===== config.mk =====
export PLATFORM = sky130hd
export DESIGN_NAME = vga_scanout_reader
export DESIGN_NICKNAME = d
export VERILOG_FILES = /design/src/rtl/vpu_video_pkg.sv /design/src/rtl/vga_timing_gen.sv /design/src/rtl/vga_scanout_reader.sv
export SDC_FILE = /design/constraint.sdc
export NUM_CORES = 1
export LEC_CHECK = 0
export ABC_AREA = 1
export CORE_UTILIZATION = 50
export DETAILED_ROUTE_END_ITERATION = 8
export PLACE_DENSITY_LB_ADDON = 0.3
export SYNTH_ARGS = -nofsm -noshare
export SYNTH_HDL_FRONTEND = slang
export SYNTH_SLANG_ARGS = --single-unit

===== constraint.sdc =====
create_clock -name clk_clk -period 4.2 [get_ports clk_clk]
set_input_delay 0.84 -clock clk_clk [delete_from_list [all_inputs] [get_ports clk_clk]]
set_output_delay 0.84 -clock clk_clk [all_outputs]
set_load 0.01 [all_outputs]

===== src/rtl/vpu_video_pkg.sv =====
// Shared video timing defaults, derived frame totals and scanout FSM encoding.
package vpu_video_pkg;

    // 640x480 @ 60 Hz timing (pixel clock ~25.175 MHz)
    localparam int unsigned H_ACTIVE_DEF = 640;
    localparam int unsigned H_FP_DEF     = 16;
    localparam int unsigned H_SYNC_DEF   = 96;
    localparam int unsigned H_BP_DEF     = 48;
    localparam int unsigned V_ACTIVE_DEF = 480;
    localparam int unsigned V_FP_DEF     = 10;
    localparam int unsigned V_SYNC_DEF   = 2;
    localparam int unsigned V_BP_DEF     = 33;

    function automatic int unsigned line_total(input int unsigned active, input int unsigned fp,
                                               input int unsigned sync, input int unsigned bp);
        return active + fp + sync + bp;
    endfunction

    localparam int unsigned H_TOTAL = line_total(H_ACTIVE_DEF, H_FP_DEF, H_SYNC_DEF, H_BP_DEF);
    localparam int unsigned V_TOTAL = line_total(V_ACTIVE_DEF, V_FP_DEF, V_SYNC_DEF, V_BP_DEF);

    // Both counters share one width, sized for the larger total (800 -> 10 bits)
    localparam int unsigned CNT_W = $clog2((H_TOTAL > V_TOTAL) ? H_TOTAL : V_TOTAL);

    typedef logic [CNT_W-1:0] cnt_t;

    typedef enum logic [1:0] {
        StResync    = 2'd0,
        StWaitFrame = 2'd1,
        StRun       = 2'd2
    } scan_state_e;

    // Half-open window test [lo, hi)
    function automatic logic in_window(input cnt_t cnt, input cnt_t lo, input cnt_t hi);
        return (cnt >= lo) && (cnt < hi);
    endfunction

endpackage


===== src/rtl/vga_timing_gen.sv =====
// Raster counters plus active-area and (active-high) sync decode.
module vga_timing_gen
    import vpu_video_pkg::*;
#(
    parameter int unsigned H_ACTIVE = H_ACTIVE_DEF,
    parameter int unsigned H_FP     = H_FP_DEF,
    parameter int unsigned H_SYNC   = H_SYNC_DEF,
    parameter int unsigned H_BP     = H_BP_DEF,
    parameter int unsigned V_ACTIVE = V_ACTIVE_DEF,
    parameter int unsigned V_FP     = V_FP_DEF,
    parameter int unsigned V_SYNC   = V_SYNC_DEF,
    parameter int unsigned V_BP     = V_BP_DEF
) (
    input  logic i_clk,
    input  logic i_rst,
    output cnt_t o_hcount,
    output cnt_t o_vcount,
    output logic o_active,
    output logic o_hsync,
    output logic o_vsync
);

    localparam cnt_t H_LAST    = cnt_t'(line_total(H_ACTIVE, H_FP, H_SYNC, H_BP) - 1);
    localparam cnt_t V_LAST    = cnt_t'(line_total(V_ACTIVE, V_FP, V_SYNC, V_BP) - 1);
    localparam cnt_t H_ACT     = cnt_t'(H_ACTIVE);
    localparam cnt_t V_ACT     = cnt_t'(V_ACTIVE);
    localparam cnt_t H_SYNC_LO = cnt_t'(H_ACTIVE + H_FP);
    localparam cnt_t H_SYNC_HI = cnt_t'(H_ACTIVE + H_FP + H_SYNC);
    localparam cnt_t V_SYNC_LO = cnt_t'(V_ACTIVE + V_FP);
    localparam cnt_t V_SYNC_HI = cnt_t'(V_ACTIVE + V_FP + V_SYNC);

    cnt_t r_hcount;
    cnt_t r_vcount;
    cnt_t w_hcount_next;
    cnt_t w_vcount_next;

    // Next raster position: h wraps every line, v advances on each h wrap
    always_comb begin
        w_hcount_next = r_hcount + 1'b1;
        w_vcount_next = r_vcount;
        if (r_hcount == H_LAST) begin
            w_hcount_next = '0;
            w_vcount_next = (r_vcount == V_LAST) ? '0 : r_vcount + 1'b1;
        end
    end

    // Counter registers, synchronously cleared to the frame origin
    always_ff @(posedge i_clk) begin
        if (i_rst) begin
            r_hcount <= '0;
            r_vcount <= '0;
        end else begin
            r_hcount <= w_hcount_next;
            r_vcount <= w_vcount_next;
        end
    end

    assign o_hcount = r_hcount;
    assign o_vcount = r_vcount;
    assign o_active = (r_hcount < H_ACT) && (r_vcount < V_ACT);
    assign o_hsync  = in_window(r_hcount, H_SYNC_LO, H_SYNC_HI);
    assign o_vsync  = in_window(r_vcount, V_SYNC_LO, V_SYNC_HI);

endmodule


===== src/rtl/vga_scanout_reader.sv =====
// Pulls pixels from the composer FIFO in lock-step with the VGA raster.
// Resynchronises to the producer's frame_start whenever a frame starves.
module vga_scanout_reader
    import vpu_video_pkg::*;
#(
    parameter int unsigned H_ACTIVE = H_ACTIVE_DEF,
    parameter int unsigned H_FP     = H_FP_DEF,
    parameter int unsigned H_SYNC   = H_SYNC_DEF,
    parameter int unsigned H_BP     = H_BP_DEF,
    parameter int unsigned V_ACTIVE = V_ACTIVE_DEF,
    parameter int unsigned V_FP     = V_FP_DEF,
    parameter int unsigned V_SYNC   = V_SYNC_DEF,
    parameter int unsigned V_BP     = V_BP_DEF
) (
    input  logic        clk_clk,
    input  logic        reset_reset,
    input  logic [23:0] fifo_q,
    input  logic        fifo_rdempty,
    output logic        fifo_rdreq,
    input  logic        frame_start,
    output logic [7:0]  vga_r,
    output logic [7:0]  vga_g,
    output logic [7:0]  vga_b,
    output logic        vga_hsync_n,
    output logic        vga_vsync_n,
    output logic        vga_blank_n,
    output logic [15:0] underflow_count,
    output logic        locked
);

    localparam cnt_t H_LAST = cnt_t'(line_total(H_ACTIVE, H_FP, H_SYNC, H_BP) - 1);
    localparam cnt_t V_LAST = cnt_t'(line_total(V_ACTIVE, V_FP, V_SYNC, V_BP) - 1);

    cnt_t        w_hcount;
    cnt_t        w_vcount;
    logic        w_active;
    logic        w_hsync;
    logic        w_vsync;

    scan_state_e r_state;
    scan_state_e w_state_next;

    logic        w_origin;
    logic        w_frame_last;
    logic        w_enter_run;
    logic        w_run_active;
    logic        w_pop;
    logic        w_starve;
    logic [23:0] w_color_next;

    logic        r_flag;
    logic [15:0] r_underflow_count;
    logic [23:0] r_color;
    logic        r_hsync_n;
    logic        r_vsync_n;
    logic        r_blank_n;

    vga_timing_gen #(
        .H_ACTIVE (H_ACTIVE),
        .H_FP     (H_FP),
        .H_SYNC   (H_SYNC),
        .H_BP     (H_BP),
        .V_ACTIVE (V_ACTIVE),
        .V_FP     (V_FP),
        .V_SYNC   (V_SYNC),
        .V_BP     (V_BP)
    ) u_timing (
        .i_clk    (clk_clk),
        .i_rst    (reset_reset),
        .o_hcount (w_hcount),
        .o_vcount (w_vcount),
        .o_active (w_active),
        .o_hsync  (w_hsync),
        .o_vsync  (w_vsync)
    );

    assign w_origin     = (w_hcount == '0) && (w_vcount == '0);
    assign w_frame_last = (w_hcount == H_LAST) && (w_vcount == V_LAST);
    // The origin pixel is consumed in the same cycle WAIT_FRAME hands over to RUN,
    // so a locked frame always pops every active pixel.
    assign w_enter_run  = (r_state == StWaitFrame) && w_origin && !fifo_rdempty;

    // FSM state register
    always_ff @(posedge clk_clk) begin
        if (reset_reset) begin
            r_state <= StResync;
        end else begin
            r_state <= w_state_next;
        end
    end

    // FSM next-state decode
    always_comb begin
        w_state_next = r_state;
        case (r_state)
            StResync:    if (frame_start) w_state_next = StWaitFrame;
            StWaitFrame: if (w_enter_run) w_state_next = StRun;
            StRun:       if (w_frame_last && r_flag) w_state_next = StResync;
            default:     w_state_next = StResync;
        endcase
    end

    // FSM outputs: FIFO pop, starvation and next pixel colour
    always_comb begin
        w_run_active = w_active && ((r_state == StRun) || w_enter_run);
        w_pop        = 1'b0;
        case (r_state)
            StResync:    w_pop = !fifo_rdempty && !frame_start;
            StWaitFrame,
            StRun:       w_pop = w_run_active && !fifo_rdempty;
            default:     w_pop = 1'b0;
        endcase
        w_starve     = w_run_active && fifo_rdempty;
        w_color_next = (w_run_active && !fifo_rdempty) ? fifo_q : 24'h000000;
    end

    assign fifo_rdreq = w_pop && !reset_reset;

    // Starvation bookkeeping: sticky per-frame flag and saturating counter
    always_ff @(posedge clk_clk) begin
        if (reset_reset) begin
            r_flag            <= 1'b0;
            r_underflow_count <= 16'h0000;
        end else begin
            if ((r_state == StRun) && w_frame_last && r_flag) begin
                r_flag <= 1'b0;
            end else if (w_starve) begin
                r_flag <= 1'b1;
            end
            if (w_starve && (r_underflow_count != 16'hFFFF)) begin
                r_underflow_count <= r_underflow_count + 1'b1;
            end
        end
    end

    // Registered VGA outputs, one cycle behind the counters
    always_ff @(posedge clk_clk) begin
        if (reset_reset) begin
            r_color   <= 24'h000000;
            r_hsync_n <= 1'b1;
            r_vsync_n <= 1'b1;
            r_blank_n <= 1'b0;
        end else begin
            r_color   <= w_color_next;
            r_hsync_n <= !w_hsync;
            r_vsync_n <= !w_vsync;
            r_blank_n <= w_active;
        end
    end

    assign vga_r           = r_color[23:16];
    assign vga_g           = r_color[15:8];
    assign vga_b           = r_color[7:0];
    assign vga_hsync_n     = r_hsync_n;
    assign vga_vsync_n     = r_vsync_n;
    assign vga_blank_n     = r_blank_n;
    assign underflow_count = r_underflow_count;
    assign locked          = (r_state == StRun);

endmodule


==> results of run 1 <==
## final timing paths
kind | start | end | slack, ns | cells past startpoint
worst max-delay path | fifo_rdempty | fifo_rdreq | 0.42 | 9
worst min-delay path | r_flag | r_flag | 0.46 | 2
worst max register to register | u_timing.o_vcount[1] | r_color[10] | 2.35 | 8
worst min register to register | r_flag | r_flag | 0.46 | 2
## cells in the final DEF, fill, tap and decap left out, types with 3 or more instances in the layout
cell type	count
nor3_1	8
dfxtp_1	66
a21oi_1	15
nand3_2	3
nor2_4	4
o21ai_0	14
clkdlybuf4s50_1	72
nor2_1	91
nand4_1	13
ha_1	10
clkbuf_8	9
inv_1	75
xor2_1	5
nand3_1	18
nand2_1	71
bufinv_16	3
## cell families after synthesis
group / Yosys count
flip-flops: 66
XOR/XNOR: 6
adder cells (fa/ha/maj): 10
AO/OA/AOI/OAI: 34
AND/OR/NAND/NOR: 221
buffers and inverters: 84
## report_power, final
group	switching, mW	leakage (nW)	internal, mW
clock network	0.261	0.124	0.400
logic	0.121	1.01	0.105
registers	0.0204	0.533	0.653
total	0.402	1.67	1.16
## stage by stage
| stage | std cells | cell area (um2) |
|---|---|---|
| final | 576 | 4050 |
| after global routing | 576 | 4050 |
| after CTS | 576 | 4050 |
| after detailed placement | 560 | 3800 |
| after global placement | 560 | 3800 |
| after floorplan | 421 | 3030 |
## sequential cells by signal, summed over array words and instances (netlist names)
signal             cells
u_timing.o_hcount     10
u_timing.o_vcount     10
vga_hsync_n            1
r_color               24
vga_vsync_n            1
underflow_count       16
vga_blank_n            1
r_state                2
r_flag                 1
## worst max-delay path, delay by kind of cell
family | cells | cell delay [ns]
compound gates | 1 | 0.18
simple gates | 5 | 0.58
buf+inv | 3 | 1.34
## per-layer routing
metal | GRT usage, % | up-vias | share of wire (%)
met1 | 25.7 | 1299 | 41
met3 | 5.49 | 13 | 5.2
li1 | - | 1457 | -
met5 | 0 | - | 0
met4 | 12.7 | 0 | 1.7
met2 | 42.1 | 79 | 52
## final cells by class
cell class | count | area [um2] | area share [%]
repair buffers | 73 | 728 | 18.0
multi-input cells | 271 | 1360 | 33.7
clock inverters | 7 | 125 | 3.09
clock buffers | 9 | 124 | 3.06
flip-flops and latches | 66 | 1320 | 32.7
well taps | 72 | 90.1 | 2.23
inverters | 78 | 293 | 7.24
==> impl_metrics.tcl, run 1 <==
set metrics [dict create \
    synth_compound_area_share_pct 5.90 \
    drc_errors 0 \
    cts_max_path_buffers 2 \
    fin_util_pct 71.3 \
    insertion_delay_ns 0.35 \
    relSlewSlack_pct 68.5 \
    grt_usage_pct 23.6 \
    fin_skew_ns 0.00960 \
    layout_setup_ws_ns 0.421 \
    synthTopCellsByArea "dfxtp_1 (44%), nor2_1 (11%), inv_1 (9.3%), nand2_1 (8.8%), ha_1 (4.1%)" \
    ys_ff_latch 66 \
    yosys.area.top_type "dfxtp_1" \
    syn-num-nets 459 \
    root_buffer "clkbuf_8" \
    cp.required_ns 3.36 \
    cts_tree "done" \
    leakage_nw 1.67 \
    core_area_mm2 0.00568 \
    vias_per_cell 4.94 \
    overflow 0 \
    worst_hold_path_type "reg2reg" \
    finalWeightedCongestion 0.838 \
    finalCritPeriodShare_pct 90.0 \
    path_cells "clkdlybuf4s50_1 -> inv_2 -> nand3_2 -> nor2_1 -> nand3_2 -> nand2_4 -> nand4_1 -> a21oi_1 -> clkdlybuf4s50_1" \
    hpwlAfterDp_mm 5.14 \
    cp_max_fo 9 \
    worst_pin_slew_ns 0.472 \
    firstDrtPassIters 4 \
    hold_viol 0 \
    area_growth_pct 33.5 \
    numCtsBuffers 9 \
    drive_above_1_share_pct 6.94 \
    routed_wl_mm 7.06 \
    rows 27 \
    syn_area_per_cell_um2 7.20 \
    ys_seq_area_share_pct 43.6 \
    start_util_pct 53.4 \
    max-cap-violations 0 \
    synth_common_cells "nor2_1 (91), inv_1 (75), nand2_1 (71), dfxtp_1 (66), nand3_1 (18)" \
    antenna_found_initial 0 \
    synth_top_family_by_area "simple AND/OR/NAND/NOR gates" \
    cpPeakStageDelay_ns 0.59 \
    critPathKind "in2out" \
    syn_area_mm2 0.00303 \
    first_iter_violations 128 \
    p_per_area_mw_per_mm2 386 \
    place.port_buffers 72 \
    synthArstFlopShare_pct 0 \
    synth.distinct_cells 31 \
    cp-start-kind "primary input" \
    synth_warnings 0 \
    synth_most_common_cell "nor2_1" \
    crit_slowest_cell "clkdlybuf4s50_1" \
    clock.fmax_mhz 265 \
    rsz0062_at_grt "no" \
    worstPathArrival_ns 2.94 \
    nNetsFinal 537 \
    synth.area.mux_share_pct 0 \
    wl_per_cell_um 12.3 \
    tns_ns 0 \
    fp.dieW_um 79.9 \
    cts_setup_buffers 0 \
    synthAdderAreaFrac_pct 4.13 \
    setup_violations 0 \
    ant_nets 0 \
    first_global_vias 2697 \
    ir_drop_mv 0.252 \
    cts.htree.levels 3 \
    postSynthCellCount 421 \
    vias 2848 \
    fill_cells 474 \
    clk_pin_slew_ns 0.07 \
    synth_edf_count 0 \
    status "finished, final reports clean" \
    period_needed_ns 3.78 \
    grt_max_degree 25 \
    cts_sinks 66 \
    antenna_cells 0 \
    die_height_um 79.9 \
    ios 73 \
    total_power_mw 1.56 \
    synth_ff_type "dfxtp_1" \
    end_kind "primary output" \
    grt_first_pass_wirelength_mm 11.6 \
    synth_xor_area_share_pct 1.73 \
    dp_slack_ns 0.415 \
    dieArea_mm2 0.00638 \
    ctsResizeCount 0 \
    ctsHoldBuffers 0 \
    yosys.area_share.simple_pct 33.2 \
    netlist.area_leader.share_pct 43.6 \
    whs_ns 0.458 \
    final_max_slew_viol_count 0 \
]
(Power assumes the default switching activity.)
==> run 2: changes to the inputs <==
Settings changed: CTS_CLUSTER_DIAMETER from default to 60.
==> results of run 2 <==
Final layout, timing and power as in run 1 (identical DEF).
